--- src/rtl/nn_layer_sequencer.sv ---
// Sequencer for one fully-connected layer on a shared fixed-point MAC: optional weight fill,
// then per neuron MAC over all inputs, bias add, external activation and output write.
module nn_layer_sequencer #(
   parameter int NUM_IN  = 2,
   parameter int NUM_OUT = 2,
   parameter int DW      = 8,
   parameter int FRAC    = 4,
   localparam int IAW    = (NUM_IN > 1) ? $clog2(NUM_IN) : 1,
   localparam int WAW    = (NUM_IN * NUM_OUT > 1) ? $clog2(NUM_IN * NUM_OUT) : 1,
   localparam int OAW    = (NUM_OUT > 1) ? $clog2(NUM_OUT) : 1
) (
   input  logic                 clk,
   input  logic                 rst,
   input  logic                 start,
   input  logic                 reload,
   output logic                 busy,
   output logic                 done,
   output logic                 fill,
   input  logic                 fill_ack,
   output logic [IAW-1:0]       in_addr,
   input  logic signed [DW-1:0] in_data,
   output logic [WAW-1:0]       w_addr,
   input  logic signed [DW-1:0] w_data,
   output logic [OAW-1:0]       b_addr,
   input  logic signed [DW-1:0] b_data,
   output logic signed [DW-1:0] z_value,
   input  logic signed [DW-1:0] a_value,
   output logic                 out_we,
   output logic [OAW-1:0]       out_addr,
   output logic signed [DW-1:0] out_data
);

   localparam logic [IAW-1:0] I_LAST = IAW'(NUM_IN - 1);
   localparam logic [OAW-1:0] J_LAST = OAW'(NUM_OUT - 1);

   typedef enum logic [2:0] {
      StIdle, StFill, StMac, StTail, StBias, StAct, StDone
   } state_t;

   state_t                state_q;
   logic                  loaded_q;
   logic [IAW-1:0]        i_q;
   logic [OAW-1:0]        j_q;
   logic signed [DW-1:0]  acc_q;

   logic signed [2*DW-1:0] w_ext, x_ext, prod;
   logic signed [DW-1:0]   prod_p;

   // Full-width signed product, floor-shifted, then wrapped back to DW bits.
   assign w_ext  = {{DW{w_data[DW-1]}}, w_data};
   assign x_ext  = {{DW{in_data[DW-1]}}, in_data};
   assign prod   = w_ext * x_ext;
   assign prod_p = DW'(prod >>> FRAC);

   // Activation is combinational on z_value, so the write data cannot be registered.
   assign out_data = out_we ? a_value : '0;

   always_ff @(posedge clk or posedge rst) begin
      if (rst) begin
         state_q  <= StIdle;
         loaded_q <= 1'b0;
         i_q      <= '0;
         j_q      <= '0;
         acc_q    <= '0;
         z_value  <= '0;
         busy     <= 1'b0;
         done     <= 1'b0;
         fill     <= 1'b0;
         out_we   <= 1'b0;
         in_addr  <= '0;
         w_addr   <= '0;
         b_addr   <= '0;
         out_addr <= '0;
      end else begin
         unique case (state_q)
            StIdle: begin
               if (start) begin
                  busy <= 1'b1;
                  if (reload || !loaded_q) begin
                     state_q <= StFill;
                     fill    <= 1'b1;
                  end else begin
                     state_q <= StMac;
                     i_q     <= '0;
                     j_q     <= '0;
                     acc_q   <= '0;
                     in_addr <= '0;
                     w_addr  <= '0;
                  end
               end
            end
            StFill: begin
               if (fill_ack) begin
                  state_q  <= StMac;
                  fill     <= 1'b0;
                  loaded_q <= 1'b1;
                  i_q      <= '0;
                  j_q      <= '0;
                  acc_q    <= '0;
                  in_addr  <= '0;
                  w_addr   <= '0;
               end
            end
            StMac: begin
               // Data on the bus belongs to the previous address; none exists for i=0.
               if (i_q != '0) acc_q <= acc_q + prod_p;
               if (i_q == I_LAST) begin
                  state_q <= StTail;
                  b_addr  <= j_q;
               end else begin
                  i_q     <= i_q + 1'b1;
                  in_addr <= i_q + 1'b1;
                  w_addr  <= w_addr + 1'b1;
               end
            end
            StTail: begin
               acc_q   <= acc_q + prod_p;
               state_q <= StBias;
            end
            StBias: begin
               z_value  <= acc_q + b_data;
               state_q  <= StAct;
               out_we   <= 1'b1;
               out_addr <= j_q;
            end
            StAct: begin
               out_we <= 1'b0;
               if (j_q == J_LAST) begin
                  state_q <= StDone;
                  done    <= 1'b1;
               end else begin
                  state_q <= StMac;
                  j_q     <= j_q + 1'b1;
                  i_q     <= '0;
                  acc_q   <= '0;
                  in_addr <= '0;
                  w_addr  <= w_addr + 1'b1;
               end
            end
            StDone: begin
               done    <= 1'b0;
               busy    <= 1'b0;
               state_q <= StIdle;
            end
            default: state_q <= StIdle;
         endcase
      end
   end

endmodule

--- config.mk ---
export PLATFORM = sky130hd
export DESIGN_NAME = nn_layer_sequencer
export DESIGN_NICKNAME = d
export VERILOG_FILES = /design/src/rtl/nn_layer_sequencer.sv
export SDC_FILE = /design/constraint.sdc
export NUM_CORES = 1
export LEC_CHECK = 0
export BUFFER_PORTS_ARGS = -buffer_cell sky130_fd_sc_hd__clkbuf_2
export CELL_PAD_IN_SITES_DETAIL_PLACEMENT = 2
export CELL_PAD_IN_SITES_GLOBAL_PLACEMENT = 2
export CORE_MARGIN = 5
export CORE_UTILIZATION = 32
export DETAILED_ROUTE_END_ITERATION = 8
export GPL_TIMING_DRIVEN = 0
export HOLD_SLACK_MARGIN = 0.08
export PLACE_DENSITY_LB_ADDON = 0.1
export SYNTH_ARGS = -nofsm -noshare
export SYNTH_HDL_FRONTEND = slang
export SYNTH_SLANG_ARGS = --single-unit
--- constraint.sdc ---
create_clock -name clk -period 1.85 [get_ports clk]
set_input_delay 0.37 -clock clk [delete_from_list [all_inputs] [get_ports clk]]
set_output_delay 0.37 -clock clk [all_outputs]
set_load 0.02 [all_outputs]
After elaboration in Yosys (flattened, before gate mapping):

Cells that the tools add are included.

* bitwise gates (word level): 0
* multipliers: 1
* muxes and demuxes: 37
* shifts and indexed selects: 0
* magnitude comparators: 0
* equality and inequality tests: 14
* reduce and logical (&&, ||, !) cells: 20
* divide/modulo/power cells: 0
* $add $sub $neg: 5

Operators by type and width (count)
* $mux W8: 6
* $pmux W8 S5: 1
* $pmux W3 S6: 1
* $add A8 B8 Y8: 2
* $ne A2 B2 Y1 const B: 8
* $mul A8 B8 Y12: 1
* $mux W2: 6
* $mux W3: 4
* $reduce_and A6 Y1: 2
* $mux W1: 11
* $eq A3 B3 Y1 const B: 3
* $pmux W1 S2: 4
* $pmux W1 S4: 2
* $pmux W2 S4: 1
* $reduce_and A2 Y1: 4
* $reduce_and A4 Y1: 2
* $reduce_bool A2 Y1: 4
* $eq A3 B2 Y1 const B: 2
* $reduce_and A5 Y1: 1
* $reduce_bool A5 Y1: 1
* $reduce_bool A4 Y1: 1
* $eq A3 B1 Y1 const B: 1
* $logic_not A3 Y1: 1
* $pmux W1 S3: 1
* other kinds (6): 7

* bits of input ports: 37
* memories kept: 0
* memory bits (read-only): 0
* RAM bits: 0
* output and inout port bits: 25
* latch bits: 0
* flip-flop bits (word level): 31

Longest topological paths before layout:

* depth in word-level cells: 5
* depth in mapped cells: 25
* mapped depth without buffers: 24

Worst setup path before layout:

Ideal clock, no wire load.

* kind: input -> register
* start: input port in_data[3]
* end: register acc_q[7]
* path slack: -3.418 ns
* data required time: 1.729 ns
* library setup time: 0.121 ns
* stages on the path: 22
* data arrival time: 5.147 ns
* path through: buf_2 > and2_2 > fa_1 > inv_1 > fa_1 > inv_1 > fa_1 > inv_1 > fa_1 > inv_1 > ha_1 > o21ai_0 > nand2b_1 > a21o_1 > a21oi_1 > xnor2_1 > ha_1 > or4_2 > o22ai_1 > xnor2_1 > xnor2_1 > a22o_1

* longest elaborated chain between the ends: 4

RTL lines
* start: declaration: line 21 `input logic signed [DW-1:0] in_data,`
* $mul A8 B8 Y12 *: line 52 `assign prod = w_ext * x_ext;`
* $add A8 B8 Y8 *: line 106, 117
* $mux W8: line 106 `if (i_q != '0) acc_q <= acc_q + prod_p;`
* $pmux W8 S5 *: line 75 `unique case (state_q)`
* end signal: assignment: line 106
* end signal: assignment: line 117 `acc_q <= acc_q + prod_p;`
* end: declaration: line 44 `logic signed [DW-1:0] acc_q;`

Mark *: on every way between the ends. The rest lies on a longest branch, timed or not. The select of a mux whose other input is x is not followed.
A chain may end at the register's enable or synchronous reset.

Worst setup path in the final report:

* start: input port w_data[5]
* end: register acc_q[7]

* longest elaborated chain between the ends: 4

RTL lines
* start: declaration: line 23 `input logic signed [DW-1:0] w_data,`
* $mul A8 B8 Y12 *: line 52
* $add A8 B8 Y8 *: line 106, 117
* $mux W8: line 106
* $pmux W8 S5 *: line 75

Marks and branches as above.

==> impl_metrics.tcl <==
set metrics [dict create \
    cp-end-kind "flip-flop" \
    setup_viol 9 \
    pwr-share-clk_pct 11.4 \
    vias_per_cell 4.794 \
    rr_startpoint "acc_q[0]" \
    num_vias 3054 \
    std_cell_rows 39 \
    power_frac_seq_pct 14.5 \
    drt_iter0_drc 51 \
    netlist_area_um2 3712 \
    syn_nets 520 \
    yosysWarnings 0 \
    antenna_found_initial 0 \
    die_w_um 117.7 \
    grt_setup_unrepaired "yes" \
    cp.arrival_ns 4.90 \
    finalCriticalPeriod_ns 4.731 \
    startpoint "w_data[5]" \
    synth_cell_type_count 39 \
    worst_slew_pin_slew_ns 0.7037 \
    numPortBuffers 59 \
    violations "setup timing" \
    rr_worst_depth 10 \
    p_sw_share_pct 43.95 \
    ys_ff_latch 31 \
    seqCellArea_um2 777.0 \
    p_sw_uw 3787 \
    p_total_uw 8617 \
    fillCellCount 1257 \
    internal_power_uw 4830 \
    grtUsageTotal_pct 15.24 \
    synthToLayoutAreaGrowth_pct 36.03 \
    cts_made_buffers 5 \
    firstDrtPassIters 4 \
    final_nets 605 \
    layout_setup_ws_ns -2.881 \
    syn_area_per_cell_um2 9.099 \
    finish.utilization_pct 44.23 \
    cts.sinks 31 \
    ios 62 \
    vdd_ir_drop_max_uv 743.2 \
    fp.dieArea_um2 13850 \
    path_class "primary input to flip-flop" \
    cp.required_ns 2.02 \
    fmax_mhz 211.4 \
    overflow 0 \
    wl_per_cell_um 16.45 \
    grt_pass1_vias 3498 \
    multi_input_area_um2 2989 \
    yosys.area.top_type "dfrtp_1" \
    dp_hpwl_mm 8.036 \
    maxSlewViolCount 0 \
    die_h_um 117.7 \
    r2r-end "acc_q[6]" \
    hold_ws_ns 0.1824 \
    drv_cap 0 \
    diodes 0 \
    ant_nets 0 \
    wl_mm 10.48 \
    drc 0 \
    period_share_pct 255.7 \
    clk_pin_slew_worst_paths_ns 0.05 \
    p_leak_uw 0.002505 \
    synthCells 408 \
    hold_viol_final 0 \
    p_per_area_nw_per_um2 1706 \
    core-area_um2 11420 \
    final_layout_size_suffix_gt1_share_pct 38.46 \
    finalClockSkew_ns 0.004763 \
    start_util_pct 32.51 \
    place_ws_ns -3.382 \
    clk-insertion-delay-late_ns 0.28 \
    placed_cells 610 \
    r2r_slack_ns -0.14 \
    p_comb_share_pct 74.2 \
    startpoint_type "primary input" \
    clockBufferDepth 2 \
    cts-root-buf "clkbuf_16" \
    grt_max_degree 32 \
    htreeDepth 2 \
    status "complete, but fails checks" \
    crit_fanout 7 \
    place.gp.congestion 0.7425 \
    grt_pass1_wl_mm 17.33 \
    cts_tree "built" \
    ctsHoldBuffers 0 \
    relSlewSlack_pct 53.02 \
    ys_top_cells_by_area "dfrtp_1 (21%), fa_1 (20%), ha_1 (12%)" \
    ys_seq_area_share_pct 20.90 \
    layoutNonFillerInstCount 637 \
    holdCritPathClass "primary input to async pin" \
    yosys.area.top_type_share_pct 20.90 \
]
per-stage QoR:
step	instance area (um2)	TNS [ns]
final	5050	-16.73
after global routing	5050	-18.17
after CTS	4893	-17.25
after detailed placement	4327	-20.87
after global placement	4327	-19.61
after floorplan	3852	-16.31
metal layers:
metal	up-vias	global-route usage, %	wire length (um)
met1	1572	18.95	4425
met2	24	27.69	5780
met3	5	2.883	190
met4	0	2.581	83
met5	-	0	0
li1	1453	-	-
worst max-delay path, stage by stage:
cell and delay (ns):
buf_4 0.15, and2_4 0.15, ha_4 0.26, inv_2 0.04, fa_1 0.56, inv_2 0.05, ha_4 0.26, inv_2 0.03
fa_1 0.51, inv_1 0.05, ha_1 0.28, a21o_1 0.17, a21oi_2 0.23, nor2b_1 0.08, o21a_1 0.23, nor2_1 0.13
xnor2_1 0.08, ha_1 0.23, or4_4 0.50, o22ai_2 0.12, xnor2_1 0.15, xnor2_1 0.09, a22o_1 0.18
flip-flops by register name (all words and copies together) (netlist names):
| signal | flops |
|---|---|
| acc_q | 8 |
| b_addr | 1 |
| busy | 1 |
| done | 1 |
| fill | 1 |
| i_q | 1 |
| in_addr | 1 |
| j_q | 1 |
| loaded_q | 1 |
| out_addr | 1 |
| out_we | 1 |
| state_q | 3 |
| w_addr | 2 |
| z_value | 8 |
timing repair:
item | 4_1_cts | 5_1_grt
endpoints found under the setup margin | 20 | 20
hold endpoints to repair | 0 | 0
setup buffers | 19 | 4
pin swaps | 32 | 23
resized for setup | 68 | 45
gates cloned | 0 | 0
cells by family (layout without fill, tap and decap cells):
group	after synthesis	in the layout	share of synthesized area, %
and+or+nand+nor	117	117	16.45
buffers and inverters	84	170	8.830
adders and majority gates	75	75	32.96
AOI/OAI and AO/OA	68	68	12.57
xor gates and xnor gates	31	31	7.684
DFF	31	31	20.90
muxes	2	2	0.6066
power groups by stage:
stage                     sequential (uW)  combinational (uW)  clock (uW)
after floorplan                      1380                3930           0
after global placement               1220                5140           0
after detailed placement             1240                5330           0
after CTS                            1250                6340        1010
after global routing                 1300                7150        1040
final                                1250                6390         980
worst max path at each step:
stage,depth (start not counted),to,slack [ns]
floorplan,22,acc_q[7],-2.92
global placement,22,acc_q[7],-3.29
detailed placement,23,acc_q[7],-3.38
CTS,22,acc_q[7],-2.87
global route,21,acc_q[7],-3.07
finish,23,acc_q[7],-2.88
layout by cell type (no fill, tap or decap), types with 12 or more instances in the layout:
cell	count
nand2_1	40
inv_1	56
ha_1	22
ha_4	14
o21ai_0	12
xnor2_1	20
dfrtp_1	30
clkbuf_2	50
buf_4	18
and2_1	24
and2_4	14
fa_1	33
inv_2	20
final cells by class:
| class | instances | share of cell area, % |
|---|---|---|
| Multi-Input combinational cell | 293 | 59.19 |
| Sequential cell | 31 | 15.39 |
| Timing Repair Buffer | 79 | 11.40 |
| Inverter | 76 | 5.649 |
| Tap cell | 143 | 3.543 |
| Clock buffer | 6 | 2.750 |
| Buffer | 7 | 1.388 |
| Clock inverter | 2 | 0.6938 |
cells in the mapped netlist:
master	number
nand2_1	44
or4_2	1
and2_1	35
xnor2_1	22
o21a_1	4
a221o_1	1
nor2b_1	7
a32o_1	1
clkbuf_8	1
nor2b_2	1
o21ai_1	1
dfrtp_1	31
inv_1	76
or2b_2	1
nor3b_1	2
a31oi_1	1
clkbuf_1	5
o31ai_1	3
o21bai_1	2
o21ai_0	19
fa_1	38
xnor3_1	1
xor2_1	8
a2111oi_2	1
nand2b_1	8
and2_2	5
a21oi_1	14
nor2_1	11
o41ai_4	1
a31o_2	2
o2bb2ai_1	1
and3_1	2
a21o_1	8
o22ai_1	2
ha_1	37
o41ai_1	1
a22o_1	6
buf_2	2
mux2_2	2
Note: power is estimated with default switching activity, not from simulation.
